[src/rtl/muldiv_unit_if.sv]
// ============================================================================
// Module   : muldiv_unit_if
// Purpose  : Request/response bundle between the execute stage and muldiv_unit.
// Revision : 1.0 - initial release
// ============================================================================
`default_nettype none

interface muldiv_unit_if #(
   parameter int XLEN = 32
);
   logic            req_v;
   logic            req_ready;
   logic [2:0]      funct3;
   logic [XLEN-1:0] rs1_data;
   logic [XLEN-1:0] rs2_data;
   logic [4:0]      rd_i;
   logic            flush;
   logic            busy;
   logic            resp_v;
   logic [XLEN-1:0] resp_data;
   logic [4:0]      resp_rd;

   modport master (
      output req_v, funct3, rs1_data, rs2_data, rd_i, flush,
      input  req_ready, busy, resp_v, resp_data, resp_rd
   );

   modport slave (
      input  req_v, funct3, rs1_data, rs2_data, rd_i, flush,
      output req_ready, busy, resp_v, resp_data, resp_rd
   );
endinterface

`default_nettype wire

[src/rtl/muldiv_unit.sv]
// ============================================================================
// Module   : muldiv_unit
// Purpose  : Iterative RV32M/RV64M multiply/divide unit (shift-add / restoring).
// Revision : 1.0 - initial release
// ============================================================================
`default_nettype none

module muldiv_unit #(
   parameter int XLEN     = 32,
   parameter int MUL_BITS = 1
) (
   input  logic         clk,
   input  logic         reset_n,
   muldiv_unit_if.slave bus
);

   localparam int              C_CW       = $clog2(XLEN + 1);
   localparam logic [C_CW-1:0] C_K_MUL    = C_CW'(XLEN / MUL_BITS);
   localparam logic [C_CW-1:0] C_K_DIV    = C_CW'(XLEN);
   localparam logic [XLEN-1:0] C_MOST_NEG = {1'b1, {(XLEN-1){1'b0}}};

   typedef enum logic [1:0] {
      IDLE = 2'd0,
      RUN  = 2'd1,
      DONE = 2'd2
   } state_t;

   state_t            state_q, state_d;
   logic [C_CW-1:0]   cnt_q, cnt_d;
   logic [2:0]        op_q, op_d;
   logic [4:0]        rd_q, rd_d;
   logic              neg_q, neg_d;
   logic              rneg_q, rneg_d;
   logic [2*XLEN-1:0] acc_q, acc_d;
   logic [XLEN-1:0]   opb_q, opb_d;
   logic [XLEN-1:0]   resp_data_q, resp_data_d;
   logic [4:0]        resp_rd_q, resp_rd_d;

   logic            w_accept, w_a_sgn, w_b_sgn, w_a_neg, w_b_neg;
   logic            w_is_div, w_div_zero, w_div_ovf;
   logic [XLEN-1:0] w_a_mag, w_b_mag, w_fast;

   assign w_accept   = bus.req_v && (state_q == IDLE) && !bus.flush;
   assign w_a_sgn    = (bus.funct3 == 3'd1) || (bus.funct3 == 3'd2) ||
                       (bus.funct3 == 3'd4) || (bus.funct3 == 3'd6);
   assign w_b_sgn    = (bus.funct3 == 3'd1) || (bus.funct3 == 3'd4) ||
                       (bus.funct3 == 3'd6);
   assign w_a_neg    = w_a_sgn && bus.rs1_data[XLEN-1];
   assign w_b_neg    = w_b_sgn && bus.rs2_data[XLEN-1];
   assign w_a_mag    = w_a_neg ? -bus.rs1_data : bus.rs1_data;
   assign w_b_mag    = w_b_neg ? -bus.rs2_data : bus.rs2_data;
   assign w_is_div   = bus.funct3[2];
   assign w_div_zero = (bus.rs2_data == '0);
   assign w_div_ovf  = !bus.funct3[0] && (bus.rs1_data == C_MOST_NEG) &&
                       (bus.rs2_data == '1);
   // Fast results: divide-by-zero takes precedence over the overflow case.
   assign w_fast     = bus.funct3[1] ? (w_div_zero ? bus.rs1_data : '0)
                                     : (w_div_zero ? '1 : bus.rs1_data);

   // Multiply step: acc holds {partial product high half, remaining multiplier bits}.
   logic [XLEN+MUL_BITS-1:0] w_part, w_sum;
   logic [2*XLEN-1:0]        w_mul_nxt;

   assign w_part    = {{MUL_BITS{1'b0}}, opb_q} * {{XLEN{1'b0}}, acc_q[MUL_BITS-1:0]};
   assign w_sum     = {{MUL_BITS{1'b0}}, acc_q[2*XLEN-1:XLEN]} + w_part;
   assign w_mul_nxt = {w_sum, acc_q[XLEN-1:MUL_BITS]};

   // Divide step: acc holds {partial remainder, dividend bits shifting into quotient}.
   logic [XLEN:0]     w_rsh;
   logic              w_ge;
   logic [XLEN-1:0]   w_rdif, w_rnew;
   logic [2*XLEN-1:0] w_div_nxt;

   assign w_rsh     = {acc_q[2*XLEN-1:XLEN], acc_q[XLEN-1]};
   assign w_ge      = (w_rsh >= {1'b0, opb_q});
   assign w_rdif    = w_rsh[XLEN-1:0] - opb_q;
   assign w_rnew    = w_ge ? w_rdif : w_rsh[XLEN-1:0];
   assign w_div_nxt = {w_rnew, acc_q[XLEN-2:0], w_ge};

   logic [2*XLEN-1:0] w_step, w_prod;
   logic [XLEN-1:0]   w_quo, w_rem, w_result;

   assign w_step = op_q[2] ? w_div_nxt : w_mul_nxt;
   assign w_prod = neg_q ? -w_step : w_step;
   assign w_quo  = neg_q ? -w_step[XLEN-1:0] : w_step[XLEN-1:0];
   assign w_rem  = rneg_q ? -w_step[2*XLEN-1:XLEN] : w_step[2*XLEN-1:XLEN];

   always_comb begin
      case (op_q)
         3'd0:                w_result = w_prod[XLEN-1:0];
         3'd1, 3'd2, 3'd3:    w_result = w_prod[2*XLEN-1:XLEN];
         3'd4, 3'd5:          w_result = w_quo;
         default:             w_result = w_rem;
      endcase
   end

   always_comb begin
      state_d     = state_q;
      cnt_d       = cnt_q;
      op_d        = op_q;
      rd_d        = rd_q;
      neg_d       = neg_q;
      rneg_d      = rneg_q;
      acc_d       = acc_q;
      opb_d       = opb_q;
      resp_data_d = resp_data_q;
      resp_rd_d   = resp_rd_q;
      case (state_q)
         IDLE: begin
            if (w_accept) begin
               op_d   = bus.funct3;
               rd_d   = bus.rd_i;
               neg_d  = w_a_neg ^ w_b_neg;
               rneg_d = w_a_neg;
               if (w_is_div && (w_div_zero || w_div_ovf)) begin
                  state_d     = DONE;
                  resp_data_d = w_fast;
                  resp_rd_d   = bus.rd_i;
               end else begin
                  state_d = RUN;
                  cnt_d   = w_is_div ? C_K_DIV : C_K_MUL;
                  acc_d   = {{XLEN{1'b0}}, (w_is_div ? w_a_mag : w_b_mag)};
                  opb_d   = w_is_div ? w_b_mag : w_a_mag;
               end
            end
         end
         RUN: begin
            if (bus.flush) begin
               state_d = IDLE;
            end else begin
               acc_d = w_step;
               cnt_d = cnt_q - C_CW'(1);
               if (cnt_q == C_CW'(1)) begin
                  state_d     = DONE;
                  resp_data_d = w_result;
                  resp_rd_d   = rd_q;
               end
            end
         end
         DONE:    state_d = IDLE;
         default: state_d = IDLE;
      endcase
   end

   always_ff @(posedge clk or negedge reset_n) begin
      if (!reset_n) begin
         state_q     <= IDLE;
         cnt_q       <= '0;
         op_q        <= '0;
         rd_q        <= '0;
         neg_q       <= 1'b0;
         rneg_q      <= 1'b0;
         acc_q       <= '0;
         opb_q       <= '0;
         resp_data_q <= '0;
         resp_rd_q   <= '0;
      end else begin
         state_q     <= state_d;
         cnt_q       <= cnt_d;
         op_q        <= op_d;
         rd_q        <= rd_d;
         neg_q       <= neg_d;
         rneg_q      <= rneg_d;
         acc_q       <= acc_d;
         opb_q       <= opb_d;
         resp_data_q <= resp_data_d;
         resp_rd_q   <= resp_rd_d;
      end
   end

   // A flush arriving in DONE suppresses the pulse as well.
   assign bus.req_ready = (state_q == IDLE);
   assign bus.busy      = (state_q != IDLE);
   assign bus.resp_v    = (state_q == DONE) && !bus.flush;
   assign bus.resp_data = resp_data_q;
   assign bus.resp_rd   = resp_rd_q;

endmodule

`default_nettype wire

[src/flat_wrapper.sv]
// flat-port wrapper written by rule: the top's interface ports become plain ports
module muldiv_unit_flat 
#(
   parameter int XLEN     = 32,
   parameter int MUL_BITS = 1
)
  (clk, reset_n, bus_req_v, bus_funct3, bus_rs1_data, bus_rs2_data, bus_rd_i, bus_flush, bus_req_ready, bus_busy, bus_resp_v, bus_resp_data, bus_resp_rd);
  muldiv_unit_if #(.XLEN(XLEN)) bus_i ();
  input  logic clk;
  input  logic reset_n;
  input wire logic [$bits(bus_i.req_v)-1:0] bus_req_v;
  input wire logic [$bits(bus_i.funct3)-1:0] bus_funct3;
  input wire logic [$bits(bus_i.rs1_data)-1:0] bus_rs1_data;
  input wire logic [$bits(bus_i.rs2_data)-1:0] bus_rs2_data;
  input wire logic [$bits(bus_i.rd_i)-1:0] bus_rd_i;
  input wire logic [$bits(bus_i.flush)-1:0] bus_flush;
  output wire logic [$bits(bus_i.req_ready)-1:0] bus_req_ready;
  output wire logic [$bits(bus_i.busy)-1:0] bus_busy;
  output wire logic [$bits(bus_i.resp_v)-1:0] bus_resp_v;
  output wire logic [$bits(bus_i.resp_data)-1:0] bus_resp_data;
  output wire logic [$bits(bus_i.resp_rd)-1:0] bus_resp_rd;
  assign bus_i.req_v = bus_req_v;
  assign bus_i.funct3 = bus_funct3;
  assign bus_i.rs1_data = bus_rs1_data;
  assign bus_i.rs2_data = bus_rs2_data;
  assign bus_i.rd_i = bus_rd_i;
  assign bus_i.flush = bus_flush;
  assign bus_req_ready = bus_i.req_ready;
  assign bus_busy = bus_i.busy;
  assign bus_resp_v = bus_i.resp_v;
  assign bus_resp_data = bus_i.resp_data;
  assign bus_resp_rd = bus_i.resp_rd;
  muldiv_unit #(.XLEN(XLEN), .MUL_BITS(MUL_BITS)) u_core (.clk(clk), .reset_n(reset_n), .bus(bus_i));
endmodule
[config.mk]
export PLATFORM = sky130hd
export DESIGN_NAME = muldiv_unit_flat
export DESIGN_NICKNAME = d
export VERILOG_FILES = /design/src/rtl/muldiv_unit_if.sv /design/src/rtl/muldiv_unit.sv /design/src/flat_wrapper.sv
export SDC_FILE = /design/constraint.sdc
export NUM_CORES = 1
export LEC_CHECK = 0
export ABC_AREA = 1
export CORE_UTILIZATION = 46
export DETAILED_ROUTE_END_ITERATION = 10
export PLACE_DENSITY = 0.66
export SLEW_MARGIN = 20
export SYNTH_ARGS = -nofsm -noshare
export SYNTH_HDL_FRONTEND = slang
export SYNTH_SLANG_ARGS = --single-unit
[constraint.sdc]
create_clock -name clk -period 4.8 [get_ports clk]
set_clock_uncertainty 0.2 [all_clocks]
set_input_delay 0.48 -clock clk [delete_from_list [all_inputs] [get_ports clk]]
set_output_delay 0.48 -clock clk [all_outputs]
set_load 0.05 [all_outputs]
==> results of run 1 <==
## metrics by stage
stage	hold WS, ps	std cells	setup slack [ps]	util, %
6_report	284	3852	262	53.2
5_1_grt	305	3851	2.72	53.1
4_1_cts	288	3850	137	52.8
3_5_place_dp	269	3817	172	51.2
3_3_place_gp	261	3817	184	51.2
2_1_floorplan	-15.6	3227	713	-
## state kept, by name, summed over array words and instances (netlist names)
signal,count
u_core.bus.resp_rd,5
u_core.op_q,3
u_core.opb_q,32
u_core.neg_q,1
u_core.cnt_q,6
u_core.state_q,2
u_core.rd_q,5
u_core.bus.resp_data,32
u_core.acc_q,64
u_core.rneg_q,1
## kinds of logic after synthesis
| logic type | Yosys count | synth area share [%] |
|---|---|---|
| AO/OA/AOI/OAI | 560 | 16.9 |
| XOR/XNOR | 87 | 4.12 |
| adder cells (fa/ha/maj) | 75 | 5.13 |
| buffers and inverters | 577 | 12.3 |
| flip-flops | 151 | 20.4 |
| AND/OR/NAND/NOR | 1777 | 41.1 |
## final cells by class
cell class	count	area [um^2]	area share, %
Antenna cell	1	2.50	0.0118
Clock buffer	19	433	2.05
Clock inverter	13	194	0.918
Inverter	454	1710	8.08
Multi-Input combinational cell	2499	12600	59.6
Sequential cell	151	3780	17.9
Tap cell	525	657	3.11
Timing Repair Buffer	190	1750	8.31
## synthesized netlist by cell type (3+ instances only)
cell type                    n
sky130_fd_sc_hd__nor3_1     49
sky130_fd_sc_hd__a31oi_1    39
sky130_fd_sc_hd__buf_2      17
sky130_fd_sc_hd__o22ai_1    37
sky130_fd_sc_hd__o21ai_1    15
sky130_fd_sc_hd__dfrtp_1   151
sky130_fd_sc_hd__o211ai_1   45
sky130_fd_sc_hd__nand4_1    41
sky130_fd_sc_hd__xor2_1     59
sky130_fd_sc_hd__xnor2_1    28
sky130_fd_sc_hd__o21a_1      4
sky130_fd_sc_hd__or2_2       7
sky130_fd_sc_hd__clkinv_1    6
sky130_fd_sc_hd__a22oi_1     3
sky130_fd_sc_hd__o21ai_0   229
sky130_fd_sc_hd__nand2_2    28
sky130_fd_sc_hd__buf_1      14
sky130_fd_sc_hd__nor4_1      5
sky130_fd_sc_hd__ha_1       71
sky130_fd_sc_hd__o21ai_2     4
sky130_fd_sc_hd__nand3_1   261
sky130_fd_sc_hd__o221ai_1    3
sky130_fd_sc_hd__buf_6       9
sky130_fd_sc_hd__a21oi_1   155
sky130_fd_sc_hd__o31ai_1     4
sky130_fd_sc_hd__nor2_2     19
sky130_fd_sc_hd__nor2_4      8
sky130_fd_sc_hd__nand3_4     3
sky130_fd_sc_hd__inv_2      14
sky130_fd_sc_hd__nand3_2     9
sky130_fd_sc_hd__a21o_1      7
sky130_fd_sc_hd__a21oi_2     4
sky130_fd_sc_hd__clkbuf_1   80
sky130_fd_sc_hd__nand2_1   969
sky130_fd_sc_hd__nand2_4     3
sky130_fd_sc_hd__nor2_1    351
sky130_fd_sc_hd__o21bai_1    7
sky130_fd_sc_hd__nand3b_1   14
sky130_fd_sc_hd__inv_1     433
## how the worst min path moves through the flow
stage                                     from                     endpoint
finish              u_core.rd_q[3]$_DFFE_PN0P_   u_core.rd_q[3]$_DFFE_PN0P_
global route        u_core.rd_q[2]$_DFFE_PN0P_   u_core.rd_q[2]$_DFFE_PN0P_
CTS                 u_core.rd_q[2]$_DFFE_PN0P_   u_core.rd_q[2]$_DFFE_PN0P_
detailed placement  u_core.rd_q[2]$_DFFE_PN0P_   u_core.rd_q[2]$_DFFE_PN0P_
global placement    u_core.rd_q[2]$_DFFE_PN0P_   u_core.rd_q[2]$_DFFE_PN0P_
floorplan                              reset_n  u_core.acc_q[0]$_DFFE_PN0P_
## worst max-delay path, delay by kind of cell, from the launching register on
| kind | cells | cell delay [ps] |
|---|---|---|
| DFF | 1 | 510 |
| AOI/OAI and AO/OA | 2 | 440 |
| adders and majority gates | 1 | 400 |
| and+or+nand+nor | 17 | 2230 |
| buffers and inverters | 4 | 630 |
## layer usage
| layer | global-route usage (%) | wire length (um) |
|---|---|---|
| met5 | 0 | 24 |
| met4 | 29.8 | 6890 |
| met3 | 6.84 | 8020 |
| met2 | 68.5 | 39100 |
| met1 | 52.5 | 33700 |
## what timing repair did
action                                  in CTS  in global routing
buffers inserted                             0                  1
endpoints found under the setup margin       0                 24
hold buffers                                 1                  0
hold endpoints to repair                    50                  0
gates resized for setup                      0                 28
==> summary.txt, run 1 <==
Status - complete, no violations
Synth top area cells - sky130_fd_sc_hd__dfrtp_1 20%, sky130_fd_sc_hd__nand2_1 20%, sky130_fd_sc_hd__inv_1 8.8%
Antenna-violating nets left - 0
Share of the clock period used by the worst path after layout - 94.5%
Detailed placement HPWL - 69800 um
Final setup violating endpoints - 0
Initial antenna violation count - 4
CP endpoint kind - flip-flop
Max-slew violations - 0
Post-route cell area - 21100 um^2
Synth Flop Type - sky130_fd_sc_hd__dfrtp_1
Flops & latches, synth - 151
Number of H-tree levels - 4
Worst setup path endpoint - u_core.bus.resp_data[28]$_DFFE_PN0P_
I/O pin count - 116
Routability-driven placement congestion ratio - 1.01
Violation count after the first detailed-routing iteration - 2671
Setup CP Type - flip-flop to flip-flop
Slew headroom - 26.1%
CP Data Arrival Time - 4680 ps
Number of clock buffers inserted by TritonCTS - 17
Commonest cells after routing, fill and taps aside - 963 x sky130_fd_sc_hd__nand2_1, 432 x sky130_fd_sc_hd__inv_1, 348 x sky130_fd_sc_hd__nor2_1
Core Region - 39700 um^2
Number of hold violations in the final report - 0
Max-cap viol count - 0
Share of post-route cells with drive strength above 1 - 7.13%
Launch point of the worst reg-to-reg path - u_core.acc_q[0]$_DFFE_PN0P_
Count of mapped cells out of synthesis - 3227
Count of yosys warnings during synthesis - 0
# fillers - 4211
Top cell type by total area after synthesis - sky130_fd_sc_hd__dfrtp_1
Overflow after GRT - 0
Via total after detailed routing - 22700
Type of origin of the critical path - flip-flop
Clock tree from TritonCTS - yes
DRT Wirelength - 87700 um
Height of the die - 203 um
Cell depth of the worst min-delay path - 2
Number of placement rows - 73
CTS sink count - 151
Sequential area share after synthesis - 20.4%
Total negative slack - 0 ps
Starting density of the core - 46.5%
Worst path slowest cell - sky130_fd_sc_hd__dfrtp_2
Highest achievable clock rate - 220 MHz
CP Cell Sequence - buf_6, nand2_1, inv_1, ha_1, nand2_1, nor2_1, inv_1, nor3_1, nand2_1, a21o_1, nand3_1, nand2_1, nor2_1, inv_2, nand2_1, nor2_2, nand3_1, nand2_1, nand2_1, nand2_1, nand3_1, nand2_1, o21ai_1, nand2_1
Launch point of the critical path - u_core.acc_q[0]$_DFFE_PN0P_
Post-synth EDFFs - 0
Signed area change from the synthesized netlist to the final layout - 14.2%
Async set-or-reset flop fraction in the synthesized netlist - 100%
Total standard cell area after synthesis - 18500 um^2
Data required time of the critical path - 4950 ps
Clock root buffer - sky130_fd_sc_hd__clkbuf_16
Pin count of the biggest net entering global routing - 91
Number of buffer cells added on primary ports - 115
Final net count - 3462
Minimum period implied by the final worst setup slack - 4540 ps
Worst-skew pair later-pin latency - 470 ps
Worst-case reg-to-reg path depth - 24
Die Area - 41000 um^2
Clock transition at path regs - 70 ps
Residual DRC - 0
Nets in the synthesized netlist - 3376
Capture point of the worst reg-to-reg path - u_core.bus.resp_data[28]$_DFFE_PN0P_
Netlist cell types - 56
Syn Area/Cell - 5.73 um^2
Most common cell after layout, fill and taps aside - sky130_fd_sc_hd__nand2_1
Largest incremental delay on the critical path - 510 ps
Per-cell via count in the routed design - 5.88
Global routing usage summed across all routing layers - 42.8%
Most repeated library cell on the critical path - sky130_fd_sc_hd__nand2_1
Count of TritonRoute iterations in the first routing pass - 6
WL per Instance - 22.8 um
Wire length of the first global-routing pass - 131000 um
Setup repair after global routing missed its margin - false
Largest buffer count on any clock path - 2
Maximum fanout along the worst path - 24
Die X-Extent - 203 um
Number of global-route vias before repair - 21400
Pin slew with the least headroom to its limit - 1100 ps
DP Area - 20300 um^2
Worst reg2reg setup slack - 260 ps
Path class of the lowest-slack min-delay path - flip-flop to flip-flop
Top cell type's share of synthesized area - 20.4%
Power of run 1 is left out: the tool's default activity adds up to more than one toggle a clock period on the data nets, which glitch-free logic cannot reach.
==> run 2, diff against run 1 <==
--- a/config.mk
+++ b/config.mk
@@ -9,6 +9,7 @@
 export CORE_UTILIZATION = 46
 export DETAILED_ROUTE_END_ITERATION = 10
 export PLACE_DENSITY = 0.66
+export SKIP_LAST_GASP = 1
 export SLEW_MARGIN = 20
 export SYNTH_ARGS = -nofsm -noshare
 export SYNTH_HDL_FRONTEND = slang
==> results of run 2 <==
No change in the layout: final DEF, timing and power equal those of run 1.
Power of run 2 is left out for the same reason.
